<file path="src/rtl/is_pkg_uart_controller.sv">
// rtl/is_pkg_uart_controller.sv - shared constants and types for the UART controller
//
// Purpose: frame geometry (data width, oversampling ratio), the parity sense
// and the receive FSM state encoding used by the UART receive path.
// Ports: none (package).

package is_pkg_uart_controller;

  // Data bits per character.
  localparam int DATA_W = 8;

  // rx_ce ticks per bit period; must be a power of two and at least 8.
  localparam int OVS = 16;

  // Expected XOR of data bits and parity bit for a good frame (even parity).
  localparam logic PARITY_EVEN = 1'b0;

  typedef enum logic [2:0] {
    IDLE  = 3'd0,
    RSTRB = 3'd1,
    RDT   = 3'd2,
    RPARB = 3'd3,
    RSTB1 = 3'd4,
    RSTB2 = 3'd5
  } rx_state_t;

endpackage

</file>
<file path="src/rtl/is_uart_rx_sync.sv">
// rtl/is_uart_rx_sync.sv - serial line synchroniser with tick-rate edge detect
//
// Purpose: brings the asynchronous serial line into the clk_i domain with two
// flops, and keeps the synchronised value from the previous oversampling tick
// so the FSM can see a high-to-low transition between ticks.
// Ports:
//   clk_i   in   system clock
//   rst_i   in   asynchronous reset, active-high; all flops reset to 1 (idle line)
//   ce_i    in   oversampling strobe; only advances the previous-tick register
//   rxd_i   in   asynchronous serial line
//   rxs_o   out  synchronised line value
//   fall_o  out  line was high on the previous tick and is low now

module is_uart_rx_sync (
  input  logic clk_i,
  input  logic rst_i,
  input  logic ce_i,
  input  logic rxd_i,
  output logic rxs_o,
  output logic fall_o
);

  logic meta_q, meta_d;
  logic rxs_q, rxs_d;
  logic prev_q, prev_d;

  always_comb begin
    meta_d = rxd_i;
    rxs_d  = meta_q;
    // The previous value is taken per tick, not per clock, so a slow edge
    // spread over several clocks still registers as one transition.
    prev_d = ce_i ? rxs_q : prev_q;
  end

  always_ff @(posedge clk_i or posedge rst_i) begin
    if (rst_i) begin
      meta_q <= 1'b1;
      rxs_q  <= 1'b1;
      prev_q <= 1'b1;
    end else begin
      meta_q <= meta_d;
      rxs_q  <= rxs_d;
      prev_q <= prev_d;
    end
  end

  assign rxs_o  = rxs_q;
  assign fall_o = prev_q & ~rxs_q;

endmodule

</file>
<file path="src/rtl/is_uart_rx_fsm.sv">
// rtl/is_uart_rx_fsm.sv - UART receive framing FSM (start, data LSB first, even parity, two stops)
//
// Purpose: samples the synchronised line at mid-bit using the oversampling
// strobe, deserialises one character per frame and hands it to the register
// layer with a level valid, parity/framing flags and a sticky overrun flag.
// Ports:
//   clk_i        in   system clock
//   rstn_i       in   asynchronous reset, active-high (asserted = 1)
//   rx_ce_i      in   oversampling strobe, OVS pulses per bit period
//   rxd_i        in   asynchronous serial line, idle high
//   rx_ack_i     in   consumer took the byte; clears valid and flags
//   rx_data_r_o  out  received byte, held until the next delivery
//   rx_vld_r_o   out  byte available (level)
//   rx_perr_r_o  out  parity error for the held byte
//   rx_ferr_r_o  out  framing error (a stop bit sampled low) for the held byte
//   rx_ovr_r_o   out  sticky overrun: delivery while a byte was still pending
//   rx_busy_o    out  FSM not in IDLE

module is_uart_rx_fsm
  import is_pkg_uart_controller::*;
#(
  parameter int DATA_W = is_pkg_uart_controller::DATA_W,
  parameter int OVS    = is_pkg_uart_controller::OVS
) (
  input  logic              clk_i,
  input  logic              rstn_i,
  input  logic              rx_ce_i,
  input  logic              rxd_i,
  input  logic              rx_ack_i,
  output logic [DATA_W-1:0] rx_data_r_o,
  output logic              rx_vld_r_o,
  output logic              rx_perr_r_o,
  output logic              rx_ferr_r_o,
  output logic              rx_ovr_r_o,
  output logic              rx_busy_o
);

  localparam int TW = $clog2(OVS);
  localparam int BW = (DATA_W > 1) ? $clog2(DATA_W) : 1;

  localparam logic [TW-1:0] HALF_M1  = TW'(OVS / 2 - 1);
  localparam logic [TW-1:0] FULL_M1  = TW'(OVS - 1);
  localparam logic [BW-1:0] LAST_BIT = BW'(DATA_W - 1);

  logic rxs;
  logic fall;

  rx_state_t         state_q, state_d;
  logic [TW-1:0]     tick_q, tick_d;
  logic [BW-1:0]     bit_q, bit_d;
  logic [DATA_W-1:0] shift_q, shift_d;
  logic              par_q, par_d;
  logic              perr_nx_q, perr_nx_d;
  logic              ferr_nx_q, ferr_nx_d;
  logic [DATA_W-1:0] data_q, data_d;
  logic              vld_q, vld_d;
  logic              perr_q, perr_d;
  logic              ferr_q, ferr_d;
  logic              ovr_q, ovr_d;

  is_uart_rx_sync u_sync (
    .clk_i  (clk_i),
    .rst_i  (rstn_i),
    .ce_i   (rx_ce_i),
    .rxd_i  (rxd_i),
    .rxs_o  (rxs),
    .fall_o (fall)
  );

  // Mid-bit sample point: half a bit after the start edge, then every full bit.
  logic half_hit;
  logic full_hit;
  assign half_hit = rx_ce_i && (tick_q == HALF_M1);
  assign full_hit = rx_ce_i && (tick_q == FULL_M1);

  always_comb begin
    state_d   = state_q;
    tick_d    = tick_q;
    bit_d     = bit_q;
    shift_d   = shift_q;
    par_d     = par_q;
    perr_nx_d = perr_nx_q;
    ferr_nx_d = ferr_nx_q;
    data_d    = data_q;
    vld_d     = vld_q;
    perr_d    = perr_q;
    ferr_d    = ferr_q;
    ovr_d     = ovr_q;

    // A standalone ack releases the held byte; a delivery below overrides it.
    if (rx_ack_i && vld_q) begin
      vld_d  = 1'b0;
      perr_d = 1'b0;
      ferr_d = 1'b0;
      ovr_d  = 1'b0;
    end

    unique case (state_q)
      IDLE: begin
        // Only a high-to-low transition starts a frame, so a line stuck low
        // after a break cannot retrigger until it has gone high again.
        if (rx_ce_i && fall) begin
          tick_d  = '0;
          state_d = RSTRB;
        end
      end

      RSTRB: begin
        if (rx_ce_i) tick_d = tick_q + TW'(1);
        if (half_hit) begin
          if (rxs) begin
            state_d = IDLE;
          end else begin
            tick_d    = '0;
            bit_d     = '0;
            par_d     = 1'b0;
            perr_nx_d = 1'b0;
            ferr_nx_d = 1'b0;
            state_d   = RDT;
          end
        end
      end

      RDT: begin
        if (rx_ce_i) tick_d = tick_q + TW'(1);
        if (full_hit) begin
          tick_d  = '0;
          shift_d = {rxs, shift_q[DATA_W-1:1]};
          par_d   = par_q ^ rxs;
          if (bit_q == LAST_BIT) begin
            state_d = RPARB;
          end else begin
            bit_d = bit_q + BW'(1);
          end
        end
      end

      RPARB: begin
        if (rx_ce_i) tick_d = tick_q + TW'(1);
        if (full_hit) begin
          tick_d    = '0;
          perr_nx_d = (par_q ^ rxs) ^ PARITY_EVEN;
          state_d   = RSTB1;
        end
      end

      RSTB1: begin
        if (rx_ce_i) tick_d = tick_q + TW'(1);
        if (full_hit) begin
          tick_d    = '0;
          ferr_nx_d = ~rxs;
          state_d   = RSTB2;
        end
      end

      RSTB2: begin
        if (rx_ce_i) tick_d = tick_q + TW'(1);
        if (full_hit) begin
          tick_d  = '0;
          data_d  = shift_q;
          vld_d   = 1'b1;
          perr_d  = perr_nx_q;
          ferr_d  = ferr_nx_q | ~rxs;
          // Sticky while unacknowledged; a coincident ack clears it.
          ovr_d   = rx_ack_i ? 1'b0 : (ovr_q | vld_q);
          // Returning mid-stop2 lets the next start edge be caught on time.
          state_d = IDLE;
        end
      end

      default: state_d = IDLE;
    endcase
  end

  always_ff @(posedge clk_i or posedge rstn_i) begin
    if (rstn_i) begin
      state_q   <= IDLE;
      tick_q    <= '0;
      bit_q     <= '0;
      shift_q   <= '0;
      par_q     <= 1'b0;
      perr_nx_q <= 1'b0;
      ferr_nx_q <= 1'b0;
      data_q    <= '0;
      vld_q     <= 1'b0;
      perr_q    <= 1'b0;
      ferr_q    <= 1'b0;
      ovr_q     <= 1'b0;
    end else begin
      state_q   <= state_d;
      tick_q    <= tick_d;
      bit_q     <= bit_d;
      shift_q   <= shift_d;
      par_q     <= par_d;
      perr_nx_q <= perr_nx_d;
      ferr_nx_q <= ferr_nx_d;
      data_q    <= data_d;
      vld_q     <= vld_d;
      perr_q    <= perr_d;
      ferr_q    <= ferr_d;
      ovr_q     <= ovr_d;
    end
  end

  assign rx_data_r_o = data_q;
  assign rx_vld_r_o  = vld_q;
  assign rx_perr_r_o = perr_q;
  assign rx_ferr_r_o = ferr_q;
  assign rx_ovr_r_o  = ovr_q;
  assign rx_busy_o   = (state_q != IDLE);

endmodule

</file>
<file path="config.mk">
export PLATFORM = sky130hd
export DESIGN_NAME = is_uart_rx_fsm
export DESIGN_NICKNAME = d
export VERILOG_FILES = /design/src/rtl/is_pkg_uart_controller.sv /design/src/rtl/is_uart_rx_sync.sv /design/src/rtl/is_uart_rx_fsm.sv
export SDC_FILE = /design/constraint.sdc
export NUM_CORES = 1
export LEC_CHECK = 0
export BUFFER_PORTS_ARGS = -buffer_cell sky130_fd_sc_hd__buf_4
export CAP_MARGIN = 10
export CORE_ASPECT_RATIO = 0.6
export CORE_MARGIN = 3
export CORE_UTILIZATION = 60
export CTS_CLUSTER_DIAMETER = 120
export DETAILED_ROUTE_END_ITERATION = 8
export PLACE_DENSITY = 0.81
export SYNTH_ARGS = -nofsm -noshare
export SYNTH_HDL_FRONTEND = slang
export SYNTH_HIERARCHICAL = 1
export SYNTH_SLANG_ARGS = --single-unit
</file>
<file path="constraint.sdc">
create_clock -name clk_i -period 4.4 [get_ports clk_i]
set_input_delay 0.22 -clock clk_i [delete_from_list [all_inputs] [get_ports clk_i]]
set_output_delay 0.22 -clock clk_i [all_outputs]
set_load 0.02 [all_outputs]
</file>
== Word level (Yosys, flattened, before mapping) ==
Cells that the tools add are included.

* Reductions and logical operators: 19
* Equal/unequal tests: 17
* Bitwise operators: 5
* Add/sub/neg operators: 2
* Multiplexer cells: 40

{| class="wikitable"
|+ Operators by type and width
! operator !! count
|-
| $mux 3 || 11
|-
| $mux 4 || 5
|-
| $ne 2x2->1 const B || 9
|-
| $pmux 3 s6 || 1
|-
| $mux 1 || 17
|-
| $pmux 4 s3 || 1
|-
| $reduce_and 4->1 || 3
|-
| $eq 3x3->1 const B || 3
|-
| $reduce_and 7->1 || 1
|-
| $eq 3x2->1 const B || 2
|-
| $pmux 1 s2 || 3
|-
| $pmux 3 s2 || 1
|-
| $reduce_and 2->1 || 3
|-
| $reduce_bool 2->1 || 3
|-
| $reduce_bool 3->1 || 2
|-
| $reduce_and 5->1 || 1
|-
| $add 4x1->4 const B || 1
|-
| $eq 4x3->1 const B || 1
|-
| $eq 4x4->1 const B || 1
|-
| $logic_and 1x1->1 || 4
|-
| $reduce_or 4->1 || 1
|-
| $add 3x1->3 const B || 1
|-
| $eq 3x1->1 const B || 1
|-
| $logic_not 3->1 || 1
|-
| other kinds (5) || 6
|}

* Bits in registers: 36

== Longest topological paths before layout ==
* Word-level depth: 5
* Mapped depth: 6
* Mapped depth without buffers: 5

== Hierarchy ==
The synthesis kept the hierarchy.

{| class="wikitable"
|+ Modules (own cells, without submodules)
! module !! area each (um^2) !! cells each !! sequential area each (um^2) !! instances
|-
| is_uart_rx_fsm || 1,595.3 || 159 || 825.8 || 1
|-
| is_uart_rx_sync || 103.8 || 6 || 78.8 || 1
|}

== Least setup slack after synthesis ==
No wires, ideal clock.

* Path kind: register to register
* Start: register u_sync.rxs_q, in the netlist u_sync/rxs_o
* End: register par_q
* Slack: 2,755 ps
* Clock period less this slack: 1,645 ps
* Arrival time: 1,524 ps
* Path buffers: 1
* Stages on the path, launching flop included: 6
* Required time: 4,279 ps
* Cells stage by stage: dfstp_2 clkbuf_1 inv_1 nor3_1 mux2_2 a22o_1

* Longest elaborated chain between the ends: 3
* Elaborated cells between the ends (all ways): 5
* Those cells by class: eq/ne: 1; mux: 2; bitwise: 1; reduce/logical: 1

{| class="wikitable"
|+ Ends and longest elaborated chain
! what !! line !! RTL
|-
| start: declaration || is_uart_rx_sync.sv:24 || <nowiki>logic rxs_q, rxs_d;</nowiki>
|-
| start signal: assignment || is_uart_rx_sync.sv:42 || <nowiki>rxs_q <= rxs_d;</nowiki>
|-
| $xor 1x1->1 || is_uart_rx_fsm.sv:129 || <nowiki>par_d = par_q ^ rxs;</nowiki>
|-
| $mux 1 || is_uart_rx_fsm.sv:126 || <nowiki>if (full_hit) begin</nowiki>
|-
| $pmux 1 s2 || is_uart_rx_fsm.sv:98 || <nowiki>unique case (state_q)</nowiki>
|-
| end signal: assignment || is_uart_rx_fsm.sv:194 || <nowiki>par_q <= par_d;</nowiki>
|-
| end: declaration || is_uart_rx_fsm.sv:52 || <nowiki>logic par_q, par_d;</nowiki>
|}

Several ways; a longest one is shown, not always the timed one. The select of a mux whose other input is x is not followed.
A chain may end at the register's enable or synchronous reset.

== Worst setup path after layout ==
* Start: register tick_q[3]
* End: register ovr_q, in the netlist rx_ovr_r_o

* Longest elaborated chain between the ends: 4

{| class="wikitable"
|+ Ends and longest elaborated chain
! what !! line !! RTL
|-
| start: declaration || is_uart_rx_fsm.sv:49 || <nowiki>logic [TW-1:0] tick_q, tick_d;</nowiki>
|-
| start signal: assignment || is_uart_rx_fsm.sv:191 || <nowiki>tick_q <= tick_d;</nowiki>
|-
| $eq 4x4->1 || is_uart_rx_fsm.sv:74 || <nowiki>assign full_hit = rx_ce_i && (tick_q == FULL_M1);</nowiki>
|-
| $logic_and 1x1->1 || is_uart_rx_fsm.sv:74 ||
|-
| $mux 1 || is_uart_rx_fsm.sv:158 || <nowiki>if (full_hit) begin</nowiki>
|-
| $mux 1 || is_uart_rx_fsm.sv:98 ||
|-
| net ovr_d || is_uart_rx_fsm.sv:59 || <nowiki>logic ovr_q, ovr_d;</nowiki>
|-
| end signal: assignment || is_uart_rx_fsm.sv:201 || <nowiki>ovr_q <= ovr_d;</nowiki>
|-
| end: declaration || is_uart_rx_fsm.sv:59 ||
|}

The timed path passes the listed nets, and every way through them passes these cells.

==> run_results.csv <==
group,metric,value,unit
setup_path,path_class,"reg -> reg",
global_route,grt_overflow,0,
setup_path,cp-start-kind,"flop",
logic_synthesis,synth_top_area_share,48.60,%
logic_synthesis,ys.flop_type,"dfrtp_1",
die,ios,18,
timing,fmax,528.4,MHz
setup_path,reg2reg_depth,3,
logic_synthesis,synthDistinctLibCells,43,
logic_synthesis,synth_edf_count,0,
power,power_leakage,0.9745,nW
final_layout,drive_above_1_share,22.16,%
hold_path,worstHoldStart,"rxd_i",
setup_path,critPathMaxFanout,13,
setup_path,worst_ep_required_time,4.58,ns
setup_path,r2r_start,"tick_q[3]",
logic_synthesis,ys_seq_area_share,53.24,%
clock_tree,h-tree-depth,2,
setup_path,arrival,2.07,ns
place,io_buffers,17,
setup_path,r2r-end,"rx_ovr_r_o",
logic_synthesis,syn_inst,165,
global_route,grt_max_degree,34,
logic_synthesis,synth.cell_area,1699,µm²
clock_tree,clk_latency,0.29,ns
die,dieArea,3527,µm²
timing,skew,0.006464,ns
setup_path,crit_slowest_cell,"dfrtp_1",
die,core-area,2592,µm²
logic_synthesis,synth.most_common_cell,"nand2_1",
timing,period_minus_slack,1.893,ns
power,vdd_drop_max,301.2,µV
flow_run,drv_cap,0,
logic_synthesis,synth_commonest_cells,"nand2_1, dfrtp_1, mux2_2",
routing,drt_wl_total,3586,µm
place,dp_hpwl,2499,µm
timing,maxSlewHeadroom,65.20,%
timing,fin_crit_sh,43.01,%
timing,rsz0062_at_grt,"no",
setup_path,cp-end-kind,"flop",
logic_synthesis,yosys_register_bits,36,
routing,vias,1328,
routing,dr.pass1.iters,4,
timing,hold_viol,0,
clock_tree,cts.clk_slew.worst_paths,0.07,ns
run_status,status,"complete, no violations",
final_layout,nNetsFinal,192,
place,gp_congestion,0.9099,
die,start_util,65.54,%
routing,vias_per_cell,6.120,
power,power.density,459.1,nW/µm²
timing,setup_viol,0,
logic_synthesis,syn_area_per_cell,10.30,µm²
setup_path,slowest_delay,0.61,ns
clock_tree,cts_buffer_depth,2,
die,rows,14,
place,pre_cts_ws,2.519,ns
timing,layout_setup_ws,2.507,ns
logic_synthesis,synth_area_leaders,"dfrtp_1, nand2_1, mux2_2, dfstp_2, o21ai_0",
global_route,antenna_found_initial,0,
timing,whs,0.03358,ns
die,die_h,47.22,µm
timing,max_slew.worst_pin.slew,0.5205,ns
final_layout,area_delta_synth_final,14.65,%
routing,wire_per_inst,16.53,µm
final_layout,stdcell_area,1948,µm²
logic_synthesis,syn-num-nets,173,
timing,fin_tns_setup,0,ns
global_route,grt_usage,22.93,%
place,place_area,1844,µm²
global_route,grt_pass1_wl,5796,µm
hold_path,whs_path_depth,1,
routing,drc,0,
logic_synthesis,yosysWarnings,6,
setup_path,rrSetupSlack,2.51,ns
routing,first_iter_violations,170,
setup_path,worstSetupStartpoint,"tick_q[3]",
final_layout,diodes,0,
logic_synthesis,synth_top_cell_by_area,"dfrtp_1",
hold_path,min_to,"u_sync/meta_q",
clock_tree,cts.sinks,36,
setup_path,crit_chain,"and4_4, nand3_1, o311ai_0",
clock_tree,cts_root_buffer,"clkbuf_8",
hold_path,hold_class,"in -> reg",
die,die_w,74.70,µm
clock_tree,cts_buffers,5,
global_route,grt_pass1_vias,1207,
timing,maxSlewViolCount,0,
routing,ant_nets,0,
logic_synthesis,async_flop_share,100.0,%
clock_tree,cts_tree,"yes",
[kinds of logic after synthesis]
group	Yosys count	synth area share [%]
xor+xnor	4	2.062
buf+inv	12	2.871
fa+ha+maj	3	2.209
simple gates	70	20.91
flops	36	53.24
compound gates	28	10.61
mux	12	8.100
[report_power, final]
| group | switching [mW] | internal [mW] | total (mW) | leakage [nW] |
|---|---|---|---|---|
| logic | 0.112 | 0.0947 | 0.206 | 0.450 |
| clock network | 0.117 | 0.127 | 0.244 | 0.0445 |
| registers | 0.0740 | 0.370 | 0.444 | 0.480 |
| total | 0.302 | 0.592 | 0.894 | 0.974 |
[timing repair]
| item | CTS | global route |
|---|---|---|
| buffers inserted | 0 | 0 |
| hold endpoints to repair | 3 | 0 |
| hold buffers | 1 | 0 |
| resized for setup | 0 | 0 |
[flip-flops by register name (all words and copies together), names as in the netlist, 3 cells and up]
name and count:
bit_q 3, rx_data_r_o 8, shift_q 8, state_q 3, tick_q 4
[routing by layer]
| layer | global-route usage (%) | share of wire (%) | vias up |
|---|---|---|---|
| met2 | 36.30 | 47 | 56 |
| li1 | - | - | 616 |
| met4 | 8.156 | 1.1 | 0 |
| met1 | 29.89 | 45 | 648 |
| met3 | 7.906 | 7.2 | 8 |
| met5 | 0 | 0 | - |
[worst max-delay path, delay by kind of cell (launching register included)]
kind,cells,cell delay [ns]
AND/OR/NAND/NOR,2,0.72
flip-flops,1,0.61
AO/OA/AOI/OAI,1,0.45
[layout by cell type (no fill, tap or decap), types with 2 or more instances in the layout]
master	count
a21oi_1	7
a22o_1	3
and3_1	5
buf_4	18
clkbuf_8	6
dfrtp_1	33
dfstp_2	3
ha_1	3
inv_1	5
mux2_2	9
nand2_1	36
nand2b_1	3
nand3_1	6
nor2_1	2
nor2b_1	3
nor3_1	4
nor4_1	2
o21ai_0	8
xnor2_1	3
[stage by stage]
stage | instances | util [%] | total power [mW]
final | 217 | 75.14 | 0.8944
after global routing | 217 | 75.14 | 0.9421
after CTS | 217 | 75.14 | 0.8886
after detailed placement | 208 | 71.14 | 0.6490
after global placement | 208 | 71.14 | 0.6353
after floorplan | 165 | - | 0.5933
[final cells by class]
cell class              instances  area (µm²)
clock inverters                 1       7.507
repair buffers                 19       145.1
well taps                      32       40.04
multi-input cells             117       745.7
inverters                       5       18.77
clock buffers                   7       86.33
fillers                       189       644.4
flip-flops and latches         36       904.6
[worst max-delay path by stage]
stage | endpoint | slack [ns] | cells after the start
final | rx_ovr_r_o | 2.51 | 3
after global routing | rx_ovr_r_o | 2.33 | 3
after global placement | shift_q[5] | 2.60 | 3
after floorplan | par_q | 2.76 | 5
after CTS | bit_q[0] | 2.51 | 4
after detailed placement | bit_q[0] | 2.52 | 4
Power figures use the tool's default switching activity.
